File: config.mk
export PLATFORM = sky130hd
export DESIGN_NAME = if_id_stage
export DESIGN_NICKNAME = d
export VERILOG_FILES = /design/src/rtl/if_id_stage.sv
export SDC_FILE = /design/constraint.sdc
export NUM_CORES = 1
export LEC_CHECK = 0
export ABC_AREA = 1
export ABC_CLOCK_PERIOD_IN_PS = 3000
export CORE_UTILIZATION = 47
export DETAILED_ROUTE_END_ITERATION = 6
export PLACE_DENSITY = 0.91
export SYNTH_ARGS = -nofsm -noshare
export SYNTH_HDL_FRONTEND = slang
export SYNTH_SLANG_ARGS = --single-unit
File: constraint.sdc
create_clock -name clk -period 3 [get_ports clk]
set_input_delay 0.75 -clock clk [delete_from_list [all_inputs] [get_ports clk]]
set_output_delay 0.75 -clock clk [all_outputs]
set_load 0.02 [all_outputs]
File: src/rtl/if_id_stage.sv
// Fetch stage and IF/ID pipeline register: PC, instruction-memory address, IF/ID latch.
// Optional performance counters are enabled by defining IFID_PERF_CNT_EN.
module if_id_stage #(
  parameter logic [63:0] RESET_PC  = 64'h0,
  parameter logic [31:0] NOP_INSTR = 32'h00000013,
  parameter int          CNT_W     = 32
) (
  input  logic             clk,
  input  logic             reset,
  input  logic             hazard_detected,
  input  logic             ex_branch_taken,
  input  logic [63:0]      ex_branch_target,
  output logic [63:0]      imem_addr,
  input  logic [31:0]      imem_rdata,
  output logic [63:0]      if_id_pc,
  output logic [31:0]      if_id_instr,
  output logic             if_id_valid,
  output logic [4:0]       if_id_Rs1,
  output logic [4:0]       if_id_Rs2,
  output logic [CNT_W-1:0] stall_count,
  output logic [CNT_W-1:0] flush_count
);

  logic [63:0] r_pc;
  logic [63:0] r_ifIdPc;
  logic [31:0] r_ifIdInstr;
  logic        r_ifIdValid;

  // Redirect beats stall so a branch squashes even while the hazard unit is asserting.
  always_ff @(posedge clk) begin
    if (reset) begin
      r_pc        <= RESET_PC;
      r_ifIdPc    <= 64'h0;
      r_ifIdInstr <= NOP_INSTR;
      r_ifIdValid <= 1'b0;
    end else if (ex_branch_taken) begin
      r_pc        <= ex_branch_target & ~64'h3;
      r_ifIdPc    <= 64'h0;
      r_ifIdInstr <= NOP_INSTR;
      r_ifIdValid <= 1'b0;
    end else if (!hazard_detected) begin
      r_pc        <= r_pc + 64'd4;
      r_ifIdPc    <= r_pc;
      r_ifIdInstr <= imem_rdata;
      r_ifIdValid <= 1'b1;
    end
  end

  assign imem_addr   = r_pc;
  assign if_id_pc    = r_ifIdPc;
  assign if_id_instr = r_ifIdInstr;
  assign if_id_valid = r_ifIdValid;
  assign if_id_Rs1   = r_ifIdInstr[19:15];
  assign if_id_Rs2   = r_ifIdInstr[24:20];

`ifdef IFID_PERF_CNT_EN
  logic [CNT_W-1:0] r_stallCnt;
  logic [CNT_W-1:0] r_flushCnt;

  // Saturating counters; a stall cycle only counts when no branch overrides it.
  always_ff @(posedge clk) begin
    if (reset) begin
      r_stallCnt <= '0;
      r_flushCnt <= '0;
    end else begin
      if (hazard_detected && !ex_branch_taken && (r_stallCnt != '1))
        r_stallCnt <= r_stallCnt + CNT_W'(1);
      if (ex_branch_taken && (r_flushCnt != '1))
        r_flushCnt <= r_flushCnt + CNT_W'(1);
    end
  end

  assign stall_count = r_stallCnt;
  assign flush_count = r_flushCnt;
`else
  assign stall_count = '0;
  assign flush_count = '0;
`endif

endmodule

After elaboration in Yosys (flattened, before gate mapping) --
Index checks and enable logic that the tools add are counted. Widths: inputs -> output; s select.
Cells by class: reductions and logical operators 1, equal/unequal tests 1, $add $sub $neg 1, muxes and demuxes 2
Operator list (count):
- $mux 64 | 2
- $add 64x3->64 const B | 1
- $ne 2x1->1 const B | 1
- $reduce_or 2->1 | 1
Word-level totals: output and inout bits 235, bits of input ports 100, word-level logic and storage cells 10, register bits 161

Longest topological paths before layout --
Gate-level depths: netlist (run 1).
word-level depth 3, gate-level depth with buffers 11, depth with buffers taken out 11

Least setup slack after synthesis (run 1) --
OpenSTA, ideal clock, no wires.
kind input port to flip-flop, start point input port hazard_detected, end point register r_ifIdPc[54], in the netlist if_id_pc[54], library setup time 0.128 ns, path slack 1.227 ns, path buffers 4, data arrival time 1.644 ns, data required time 2.872 ns, stages 6, cells stage by stage buf_2 -> inv_1 -> buf_2 -> buf_2 -> buf_1 -> a21oi_1
RTL lines:
- start, declared | RTL line 10 | input logic hazard_detected,
- end signal, assigned | RTL line 43 | r_ifIdPc <= r_pc;
- end, declared | RTL line 25 | logic [63:0] r_ifIdPc;
No word-level cell between the ends.

Worst setup path in the final report (run 1) --
start point register r_pc[50], in the netlist imem_addr[50], end point output port imem_addr[50]
RTL lines:
- start, declared | RTL line 24 | logic [63:0] r_pc;
- start signal, assigned | RTL line 37 | r_pc <= ex_branch_target & ~64'h3;
- start signal, assigned | RTL line 42 | r_pc <= r_pc + 64'd4;
- end, declared | RTL line 13 | output logic [63:0] imem_addr,
No word-level cell between the ends.

==> metrics.md, run 1 <==
| Metric | Value |
|---|---|
| Outcome | finished clean |
| Worst endpoint data arrival time | around 1.6 ns |
| Vias per cell | 5.21 |
| Slowest Stage Delay on Critical Path | 0.68 ns |
| Class of the most critical hold timing path | register to register |
| Share of power burned in combinational logic | about 16% |
| First-pass GRT wire length | 44,000 um |
| Via count of the first global-routing pass | roughly 8,200 |
| All-layer global routing usage | 31.6% |
| Number of DRC markers in iteration 0 | between 700 and 800 |
| Required time worst endpoint | 2.25 ns |
| Core Area | about 17,000 um^2 |
| Post-synth cell types | 31 |
| Top flip-flop cell by instance count after synthesis | sky130_fd_sc_hd__dfxtp_1 |
| Hold Fails Final Rpt | 0 |
| Buffers & Inverters on Critical Path | 1 |
| Cell family with the largest share of critical-path delay | buffers and inverters |
| Dpl hpwl | 21,700 um |
| Number of synthesized register bits | 157 |
| Transition time of the tightest slew-check pin | 0.598 ns |
| Maximum vdd drop | between 0.4 and 0.5 mV |
| Clk pin slew, worst setup/hold paths | 0.06 ns |
| Remaining design rule violation count | 0 |
| Initial cell density of the core | 48.0% |
| Area Growth Syn to Fin | 37.0% |
| Final worst path period need | approximately 2.4 ns |
| Clock latency of the later-clocked register in the worst-skew pair | 0.43 ns |
| Total negative slack for setup checks | 0 ns |
| Number of setup violations in the final report | 0 |
| Leading cell types by total area after synthesis | sky130_fd_sc_hd__dfxtp_1 38%, sky130_fd_sc_hd__nand2_1 16%, sky130_fd_sc_hd__a21oi_1 7.9% |
| Total Wirelength | 28,800 um |
| Routability Congestion | 0.989 |
| IO buf count | 264 |
| Max frequency | between 400 and 500 MHz |
| Number of nets in the final layout | 1,575 |
| Leftover overflow at the end of global routing | 0 |
| Clock skew after layout | 0.00938 ns |
| Horizontal die dimension | 135 um |
| Startpoint type of the worst setup path | register |
| Post-DRT Antenna Nets | 0 |
| Setup CP Type | register to output port |
| Crit. End Element | output port |
| Cells after Synth | 1,246 |
| Share of layout cells above drive strength 1 | 5.59% |
| Worst-case clock buffer depth | 2 |
| Final Hold Slack | ~0.46 ns |
| Chain of cells forming the critical path | clkdlybuf4s50_1 |
| Async S/R FF share, synth | 0% |
| Largest net degree at the start of global routing | 121 |
| Leakage power | about 4.2 nW |
| Number of clock sinks | approximately 160 |
| Synth warnings | 0 |
| Clock Tree Root | sky130_fd_sc_hd__clkbuf_16 |
| Part of the total power dissipated in the clock network | approximately 41% |
| Clock buffer count from CTS | 17 |
| Top Ports | 335 |
| Mean Syn Cell Area | 6.64 um^2 |
| MaxCap Viol Count | 0 |
| Site Rows | 48 |
| Cell at the slowest stage of the critical path | sky130_fd_sc_hd__clkdlybuf4s50_1 |
| Sw power | 1.49 mW |
| Summed instance area of the synthesized netlist | 8270 um^2 |
| Post-CTS Setup Repair Bufs | 0 |
| Top fanout value on the critical path | 6 |
| Height of the die | 135 um |
| Most common cell in the synthesized netlist | sky130_fd_sc_hd__nand2_1 |
| Count of inserted antenna diode cells | 0 |
| Total Die Area | 18,100 um^2 |
| Cell-internal power | 3.84 mW |
| Total power density per cell area | 470 nW/um^2 |
| Synth area leader | sky130_fd_sc_hd__dfxtp_1 |
| Sequential Power Share | 42.9% |
| Slew headroom | around 60% |
| Commonest cells in the synthesized netlist | 351 x sky130_fd_sc_hd__nand2_1, 157 x sky130_fd_sc_hd__dfxtp_1, 130 x sky130_fd_sc_hd__a21oi_1 |
| Via total after detailed routing | a little under 9,000 |
| Initial antenna violation count | 0 |
| Post-layout util | 65.7% |
| Switch share | 28.0% |
| Max-slew violation total from the final report | 0 |
| Fraction of synthesized cell area taken by the top area cell type | 38.0% |
| Hold Buf Count CTS | 0 |
| First drt pass iteration count | 5 |
| TritonCTS clock tree | yes |
| Sequential-to-total area share from yosys stat | 38.0% |
| RSZ-0062 raised after global routing | no |
| EDFF count, synth | 0 |
| Count of instances resized after the clock tree is built | 0 |
| DR WL/cell | roughly 17 um |
| Deepest level of the CTS H-tree | 4 |
| Final critical-path share of the clock period | around 80% |
-- sequential cells by signal, summed over array words and instances, names as in the netlist --
name,cells
if_id_instr,32
if_id_pc,62
if_id_valid,1
imem_addr,62
-- metal layers --
metal	up-vias	GRT usage, %	wire [um]
met1	4128	38.7	11800
met4	0	13.2	987
met2	439	53.2	13700
met5	-	0	0
met3	51	7.28	2350
li1	4297	-	-
-- metrics by stage --
stage	power (mW)	area (um^2)	setup WS, ns	cells
detailed placement	3.19	10700	0.539	1680
global route	5.52	11300	0.583	1711
global placement	3.18	10700	0.578	1680
CTS	5.34	11300	0.618	1711
finish	5.33	11300	0.611	1711
floorplan	2.83	8520	1.23	1313
-- cells in the final DEF, fill, tap and decap left out, drive strengths merged --
master,instances
xor2,17
nand3b,1
clkbuf,23
ha,1
buf,14
a31oi,18
and2,2
inv,117
dfxtp,157
bufinv,2
nand4,13
xnor2,4
clkdlybuf4s50,261
nor2,124
nand3,54
clkinvlp,2
nand2,363
o221ai,1
a211oi,6
o21ai,105
clkinv,2
conb,68
a21oi,131
-- final cells by class --
| cell class | count | area, um^2 |
|---|---|---|
| fillers | 1567 | 5910 |
| clock buffers | 23 | 478 |
| flip-flops and latches | 157 | 3140 |
| well taps | 225 | 282 |
| inverters | 115 | 434 |
| clock inverters | 8 | 106 |
| repair buffers | 275 | 2740 |
| multi-input cells | 908 | 4150 |
-- final timing paths --
check,from,endpoint,slack [ns],depth (start not counted)
max,imem_addr[50]$_SDFFE_PP0P_,imem_addr[50],0.61,1
min,if_id_pc[18]$_SDFFE_PP0N_,if_id_pc[18]$_SDFFE_PP0N_,0.46,2
max reg2reg,imem_addr[3]$_SDFFE_PP0P_,imem_addr[60]$_SDFFE_PP0P_,0.92,11
min reg2reg,if_id_pc[18]$_SDFFE_PP0N_,if_id_pc[18]$_SDFFE_PP0N_,0.46,2
-- cell families after synthesis --
| kind of cell | synth area share, % |
|---|---|
| AND/OR/NAND/NOR | 28.3 |
| AO/OA/AOI/OAI | 16.4 |
| buffers and inverters | 14.9 |
| flip-flops | 38.0 |
| XOR/XNOR | 2.22 |
| adder cells (fa/ha/maj) | 0.151 |
| other | 0.0453 |
-- power by group through the flow --
| stage | Combinational (mW) | Clock [mW] | Sequential (mW) |
|---|---|---|---|
| 4_1_cts | 0.871 | 2.19 | 2.28 |
| 2_1_floorplan | 0.422 | 0 | 2.41 |
| 3_3_place_gp | 0.852 | 0 | 2.32 |
| 6_report | 0.873 | 2.17 | 2.28 |
| 3_5_place_dp | 0.867 | 0 | 2.32 |
| 5_1_grt | 0.939 | 2.28 | 2.29 |
(Power assumes the default switching activity.)
==> run 2, diff against run 1 <==
Settings changed: ABC_CLOCK_PERIOD_IN_PS 3000 to 2070, CORE_UTILIZATION 47 to 40, PLACE_DENSITY 0.91 to 0.83.
Clock period 3 ns to 2.07 ns, I/O delays scaled along.
==> run 2 against run 1 <==
  * Hold slack got worse by 0.016 ns
  * Sequential power rose by 45%
  * Total power rose by 42%
  * First-iteration DRC count fell by 22%
  * Flip-flop and latch count did not move
  * Die area rose by 17%
  * Setup slack got worse by 0.57 ns
  * Cell count rose by 3.4%
  * Final area rose by 1.6%
  * Global-route usage fell by 4.6 points
  * Largest cell class unchanged
  * Routed wire length rose by 1.0%
  * Non-clock buffer count rose by 13
==> metrics.md, run 2 (synthesis gave the netlist of run 1 again) <==
| Metric | Value |
|---|---|
| Outcome | finished clean (unchanged) |
| Met3 Routed Length | 2250 um (was 2350 um) |
| Sum of routed wire segments on met1 | 12,200 um (was 11,800 um) |
| Top Ports | 335 (unchanged) |
| Max-slew violation total from the final report | 0 (unchanged) |
| Area Growth Syn to Fin | 39.2% (was 37.0%) |
| Number of DRC markers in iteration 0 | 556 (was 715) |
| RSZ-0062 raised after global routing | no (unchanged) |
| Total Wirelength | 29,100 um (was 28,800 um) |
| TritonCTS clock tree | yes (unchanged) |
| Share of layout cells above drive strength 1 | 6.33% (was 5.59%) |
| Clock skew after layout | 0.0123 ns (was 0.00938 ns) |
| Area of placed instances | 10,900 um^2 (was 10,700 um^2) |
| Via total after detailed routing | 8,771 (was 8,915) |
| Slew headroom | 61.0% (was 60.1%) |
| Deepest level of the CTS H-tree | 4 (unchanged) |
| Transition time of the tightest slew-check pin | 0.586 ns (was 0.598 ns) |
| DR WL/cell | 16.4 um (was 16.8 um) |
| Cell at the slowest stage of the critical path | sky130_fd_sc_hd__clkdlybuf4s50_1 (unchanged) |
| Total Die Area | 21,300 um^2 (was 18,100 um^2) |
| Initial antenna violation count | 0 (unchanged) |
| Final Hold Slack | 0.447 ns (was 0.462 ns) |
| Horizontal die dimension | 146 um (was 135 um) |
| Site Rows | 52 (was 48) |
| Clock Tree Root | sky130_fd_sc_hd__clkbuf_16 (unchanged) |
| Buffers & Inverters on Critical Path | 1 (unchanged) |
| Core Area | 20,200 um^2 (was 17,200 um^2) |
| Total power density per cell area | 658 nW/um^2 (was 470 nW/um^2) |
| Maximum vdd drop | 0.539 mV (was 0.428 mV) |
| Required time worst endpoint | 1.55 ns (was 2.25 ns) |
| First drt pass iteration count | 6 (was 5) |
| Vias per cell | 4.96 (was 5.21) |
| Number of clock sinks | 157 (unchanged) |
| Top fanout value on the critical path | 5 (was 6) |
| Dpl hpwl | 22,100 um (was 21,700 um) |
| Worst endpoint data arrival time | 1.51 ns (was 1.64 ns) |
| Most common cell after layout, fill and taps aside | sky130_fd_sc_hd__nand2_1 (unchanged) |
| First-pass GRT wire length | 44,700 um (was 44,000 um) |
| MaxCap Viol Count | 0 (unchanged) |
| Wire length on met2 | 14,000 um (was 13,700 um) |
| Initial cell density of the core | 40.9% (was 48.0%) |
| Post-DRT Antenna Nets | 0 (unchanged) |
| Routability Congestion | 0.932 (was 0.989) |
| Leakage power | 4.62 nW (was 4.25 nW) |
| Worst Setup Slack post-DPL | 0.236 ns (was 0.539 ns) |
| Via count of the first global-routing pass | 8,177 (was 8,199) |
| Count of inserted antenna diode cells | 0 (unchanged) |
| Clock latency of the later-clocked register in the worst-skew pair | 0.43 ns (about the same) |
| Hold Fails Final Rpt | 0 (unchanged) |
| Crit. End Element | output port (unchanged) |
| Chain of cells forming the critical path | clkdlybuf4s50_1 (unchanged) |
| Clk pin slew, worst setup/hold paths | 0.06 ns (about the same) |
| Remaining design rule violation count | 0 (unchanged) |
| Clock buffer count from CTS | 17 (unchanged) |
| Number of nets in the final layout | 1,588 (was 1,575) |
| Cell family with the largest share of critical-path delay | buffers and inverters (unchanged) |
| Top routing layer used | met4 (unchanged) |
| Overall power | 7.57 mW (was 5.33 mW) |
| Commonest non-fill, non-tap cells in the layout | 351 x sky130_fd_sc_hd__nand2_1, 230 x sky130_fd_sc_hd__clkdlybuf4s50_1, 157 x sky130_fd_sc_hd__dfxtp_1 (was 351 x sky130_fd_sc_hd__nand2_1, 261 x sky130_fd_sc_hd__clkdlybuf4s50_1, 157 x sky130_fd_sc_hd__dfxtp_1) |
| Class of the most critical hold timing path | input pin to register (was register to register) |
| Startpoint type of the worst setup path | register (unchanged) |
| Total negative slack for setup checks | 0 ns (unchanged) |
| Slowest Stage Delay on Critical Path | 0.65 ns (was 0.68 ns) |
| Number of setup violations in the final report | 0 (unchanged) |
| Final critical-path share of the clock period | between 90 and 100% |
| Largest net degree at the start of global routing | 146 (was 121) |
| All-layer global routing usage | 27.0% (was 31.6%) |
| Leftover overflow at the end of global routing | 0 (unchanged) |
| Worst-case clock buffer depth | 2 (unchanged) |
| Setup CP Type | register to output port (unchanged) |
| Area of all placed cells without fillers | 11,500 um^2 (was 11,300 um^2) |
| Worst setup margin | 0.0379 ns (was 0.611 ns) |
| Max frequency | 492 MHz |
| Final worst path period need | 2.03 ns |
| IO buf count | 264 (unchanged) |
| Height of the die | 146 um (was 135 um) |
## run 2: cell types whose count changed in the layout (fill, tap and decap cells not counted)
| cell | previous run | this run |
|---|---|---|
| sky130_fd_sc_hd__inv_6 | 2 | 1 |
| sky130_fd_sc_hd__buf_12 | 2 | 5 |
| sky130_fd_sc_hd__bufinv_16 | 2 | 1 |
| sky130_fd_sc_hd__buf_4 | 9 | 19 |
| sky130_fd_sc_hd__clkinv_4 | 1 | 0 |
| sky130_fd_sc_hd__clkdlybuf4s50_1 | 261 | 230 |
| sky130_fd_sc_hd__dlymetal6s2s_1 | 0 | 18 |
| sky130_fd_sc_hd__dlygate4sd2_1 | 0 | 13 |
| sky130_fd_sc_hd__clkinvlp_4 | 2 | 6 |
| sky130_fd_sc_hd__clkbuf_1 | 3 | 5 |
| sky130_fd_sc_hd__clkbuf_8 | 3 | 1 |
## run 2: layout make-up
type                    instances  area [um^2]
well taps                     270          338
inverters                     115          434
repair buffers                288         2900
flip-flops and latches        157         3140
multi-input cells             908         4150
clock inverters                 9         88.8
fillers                      1997         8720
clock buffers                  23          458
## run 2: timing repair
action / in CTS / in global routing
gates cloned: 0 / 0
setup endpoints to repair: 13 / 18
gates resized for setup: 13 / 18
hold buffers: 0 / 0
hold endpoints to repair: 0 / 0
buffers inserted: 0 / 0
pin swaps: 0 / 0
## run 2: path summary, 6_finish.rpt
check	startpoint	endpoint	slack, ns	cells past startpoint
max reg2reg	imem_addr[3]$_SDFFE_PP0P_	imem_addr[44]$_SDFFE_PP0P_	0.16	10
min reg2reg	if_id_instr[31]$_SDFFE_PP0N_	if_id_instr[31]$_SDFFE_PP0N_	0.46	2
min	reset	imem_addr[15]$_SDFFE_PP0P_	0.45	2
max	imem_addr[49]$_SDFFE_PP0P_	imem_addr[49]	0.04	1
## run 2: stage by stage
stage / cells / utilization [%]
final: 1770 / 56.9
after global routing: 1770 / 56.9
after CTS: 1770 / 56.7
after floorplan: 1313 / -
after detailed placement: 1738 / 54.1
after global placement: 1738 / 54.1
## run 2: report_power, final
group	internal (mW)	switching, mW	total [mW]
Sequential	3.15	0.141	3.30
Combinational	0.537	0.749	1.29
Clock	1.69	1.30	2.99
Total	5.38	2.19	7.57
## run 2: per-layer routing
| layer | vias up | global-route usage (%) |
|---|---|---|
| met5 | - | 0 |
| met4 | 0 | 8.84 |
| met3 | 38 | 5.33 |
| met2 | 396 | 46.2 |
| met1 | 4008 | 33.8 |
| li1 | 4329 | - |
==> run 3, diff against run 2 <==
Settings changed: CELL_PAD_IN_SITES_DETAIL_PLACEMENT from default to 1, CELL_PAD_IN_SITES_GLOBAL_PLACEMENT from default to 2, CORE_UTILIZATION 40 to 20, PLACE_DENSITY 0.83 to 0.82, TNS_END_PERCENT from default to 5.
==> run 3 against run 2 <==
  * Flip-flop and latch count unchanged
  * Combinational power about the same
  * Hold slack is essentially flat
  * Clock-buffer cell count down 5
  * Largest power group is now clock
==> metrics.md, run 3 (synthesis gave the netlist of run 1 again) <==
| Metric | Value |
|---|---|
| Crit. End Element | output port (unchanged) |
| Maximum vdd drop | 0.388 mV (was 0.539 mV) |
| Max frequency | 496 MHz (was 492 MHz) |
| Setup CP Type | register to output port (unchanged) |
| Final critical-path share of the clock period | 97.3% (was 98.2%) |
| Leftover overflow at the end of global routing | 0 (unchanged) |
| Initial cell density of the core | 20.3% (was 40.9%) |
| Clock latency of the later-clocked register in the worst-skew pair | 0.45 ns (was 0.43 ns) |
| Total power density per cell area | 679 nW/um^2 (was 658 nW/um^2) |
| Clock Tree Root | sky130_fd_sc_hd__clkbuf_16 (unchanged) |
| Top Ports | 335 (unchanged) |
| Site Rows | 74 (was 52) |
| Overall power | 8.07 mW (was 7.57 mW) |
| Number of nets in the final layout | 1,599 (was 1,588) |
| Slowest Stage Delay on Critical Path | 0.66 ns (was 0.65 ns) |
| Met3 usage | 4.74% (was 5.33%) |
| Chain of cells forming the critical path | clkdlybuf4s50_1 (unchanged) |
| Slew headroom | 31.7% (was 61.0%) |
| DR WL/cell | 18.2 um (was 16.4 um) |
| Via total after detailed routing | 8,821 (was 8,771) |
| TritonCTS clock tree | yes (unchanged) |
| Deepest level of the CTS H-tree | 4 (unchanged) |
| Outcome | finished clean (unchanged) |
| Height of the die | 205 um (was 146 um) |
| Clk pin slew, worst setup/hold paths | 0.07 ns (was 0.06 ns) |
| Number of clock sinks | 157 (unchanged) |
| Largest net degree at the start of global routing | 146 (unchanged) |
| First drt pass iteration count | 6 (unchanged) |
| Count of inserted antenna diode cells | 0 (unchanged) |
| Met1 usage in global routing | 21.5% (was 33.8%) |
| Most common cell after layout, fill and taps aside | sky130_fd_sc_hd__nand2_1 (unchanged) |
| First-pass GRT wire length | 55,400 um (was 44,700 um) |
| Remaining design rule violation count | 0 (unchanged) |
| Cell family with the largest share of critical-path delay | buffers and inverters (unchanged) |
| MaxCap Viol Count | 0 (unchanged) |
| Number of DRC markers in iteration 0 | 406 (was 556) |
| Startpoint type of the worst setup path | register (unchanged) |
| Share of layout cells above drive strength 1 | 7.48% (was 6.33%) |
| Met2 track demand over resource | 30.3% (was 46.2%) |
| Leakage power | 4.63 nW (was 4.62 nW) |
| Hold Buf Count CTS | 0 (unchanged) |
| Final Hold Slack | 0.447 ns (about the same) |
| Area of all placed cells without fillers | 11,900 um^2 (was 11,500 um^2) |
| Hold Fails Final Rpt | 0 (unchanged) |
| Clock buffer count from CTS | 17 (unchanged) |
| Transition time of the tightest slew-check pin | 1.02 ns (was 0.586 ns) |
| Clock skew after layout | 0.0101 ns (was 0.0123 ns) |
| Required time worst endpoint | 1.55 ns (about the same) |
| Total Wirelength | 37,200 um (was 29,100 um) |
| Via count of the first global-routing pass | 9,170 (was 8,177) |
| Buffers & Inverters on Critical Path | 1 (unchanged) |
| Total Die Area | 42,200 um^2 (was 21,300 um^2) |
| Final worst path period need | 2.01 ns (was 2.03 ns) |
| Dpl hpwl | 28,400 um (was 22,100 um) |
| Initial antenna violation count | 0 (unchanged) |
| Core Area | 40,800 um^2 (was 20,200 um^2) |
| Class of the most critical hold timing path | input pin to register (unchanged) |
| Area Growth Syn to Fin | 43.7% (was 39.2%) |
| Commonest non-fill, non-tap cells in the layout | 351 x sky130_fd_sc_hd__nand2_1, 205 x sky130_fd_sc_hd__clkdlybuf4s50_1, 156 x sky130_fd_sc_hd__dfxtp_1 (was 351 x sky130_fd_sc_hd__nand2_1, 230 x sky130_fd_sc_hd__clkdlybuf4s50_1, 157 x sky130_fd_sc_hd__dfxtp_1) |
| Cell at the slowest stage of the critical path | sky130_fd_sc_hd__clkdlybuf4s50_1 (unchanged) |
| Max-slew violation total from the final report | 0 (unchanged) |
| Layer carrying the most global-route usage | met2 (unchanged) |
| Worst-case clock buffer depth | 2 (unchanged) |
| Top fanout value on the critical path | 4 (was 5) |
| All-layer global routing usage | 17.7% (was 27.0%) |
| IO buf count | 264 (unchanged) |
| Routability Congestion | 0.850 (was 0.932) |
| Worst endpoint data arrival time | 1.50 ns (was 1.51 ns) |
| Area of placed instances | 11,300 um^2 (was 10,900 um^2) |
| Post-CTS Setup Repair Bufs | 0 (unchanged) |
| Post-DRT Antenna Nets | 0 (unchanged) |
| Horizontal die dimension | 205 um (was 146 um) |
| Number of setup violations in the final report | 0 (unchanged) |
| Vias per cell | 4.32 (was 4.96) |
## run 3: layout make-up
| type | instances | area, um^2 |
|---|---|---|
| Multi-Input combinational cell | 908 | 4170 |
| Clock inverter | 14 | 181 |
| Inverter | 115 | 434 |
| Fill cell | 5083 | 28900 |
| Timing Repair Buffer | 299 | 2860 |
| Tap cell | 532 | 666 |
| Clock buffer | 18 | 439 |
| Sequential cell | 157 | 3140 |
## run 3: report_power, final
part           internal [mW]  total (mW)  switching [mW]
registers               3.15        3.28           0.131
logic                  0.514        1.32           0.803
clock network           1.96        3.47            1.51
## run 3: what timing repair did
action / CTS / global route
setup endpoints to repair: 53 / 11
gates resized for setup: 53 / 7
pin swaps: 0 / 0
## run 3: metrics by stage
step / instances / utilization (%) / TNS [ns] / worst slack (ns)
3_3_place_gp: 2011 / 27.7 / 0 / 0.131
4_1_cts: 2043 / 29.1 / 0 / 0.000144
5_1_grt: 2043 / 29.1 / -0.00300 / -0.00300
3_5_place_dp: 2011 / 27.7 / 0 / 0.0816
2_1_floorplan: 1313 / - / 0 / 0.357
6_report: 2043 / 29.1 / 0 / 0.0552
## run 3: worst paths after layout
check	start	endpoint	slack, ns	cells past startpoint
setup / recovery	imem_addr[6]$_SDFFE_PP0P_	imem_addr[6]	0.06	1
hold / removal	ex_branch_taken	imem_addr[6]$_SDFFE_PP0P_	0.45	3
setup reg to reg	imem_addr[2]$_SDFFE_PP0P_	imem_addr[56]$_SDFFE_PP0P_	0.17	10
hold reg to reg	if_id_pc[20]$_SDFFE_PP0N_	if_id_pc[20]$_SDFFE_PP0N_	0.47	2
## run 3: metal layers
layer	share of wire, %	vias to the layer above
met5	0	-
met4	2.0	0
met3	6.2	30
met2	47	248
met1	45	4205
li1	-	4338
## run 3: worst reg2reg max path, stage by stage (launching register included)
cell and delay [ns]:
sky130_fd_sc_hd__dfxtp_1 0.36, sky130_fd_sc_hd__ha_1 0.18, sky130_fd_sc_hd__nand2_1 0.10, sky130_fd_sc_hd__nor2_4 0.22, sky130_fd_sc_hd__nand2_2 0.14, sky130_fd_sc_hd__nor2_4 0.20, sky130_fd_sc_hd__nand2_1 0.19, sky130_fd_sc_hd__nor2_1 0.14
sky130_fd_sc_hd__nand2_1 0.06, sky130_fd_sc_hd__nand3_1 0.09, sky130_fd_sc_hd__a21oi_1 0.07
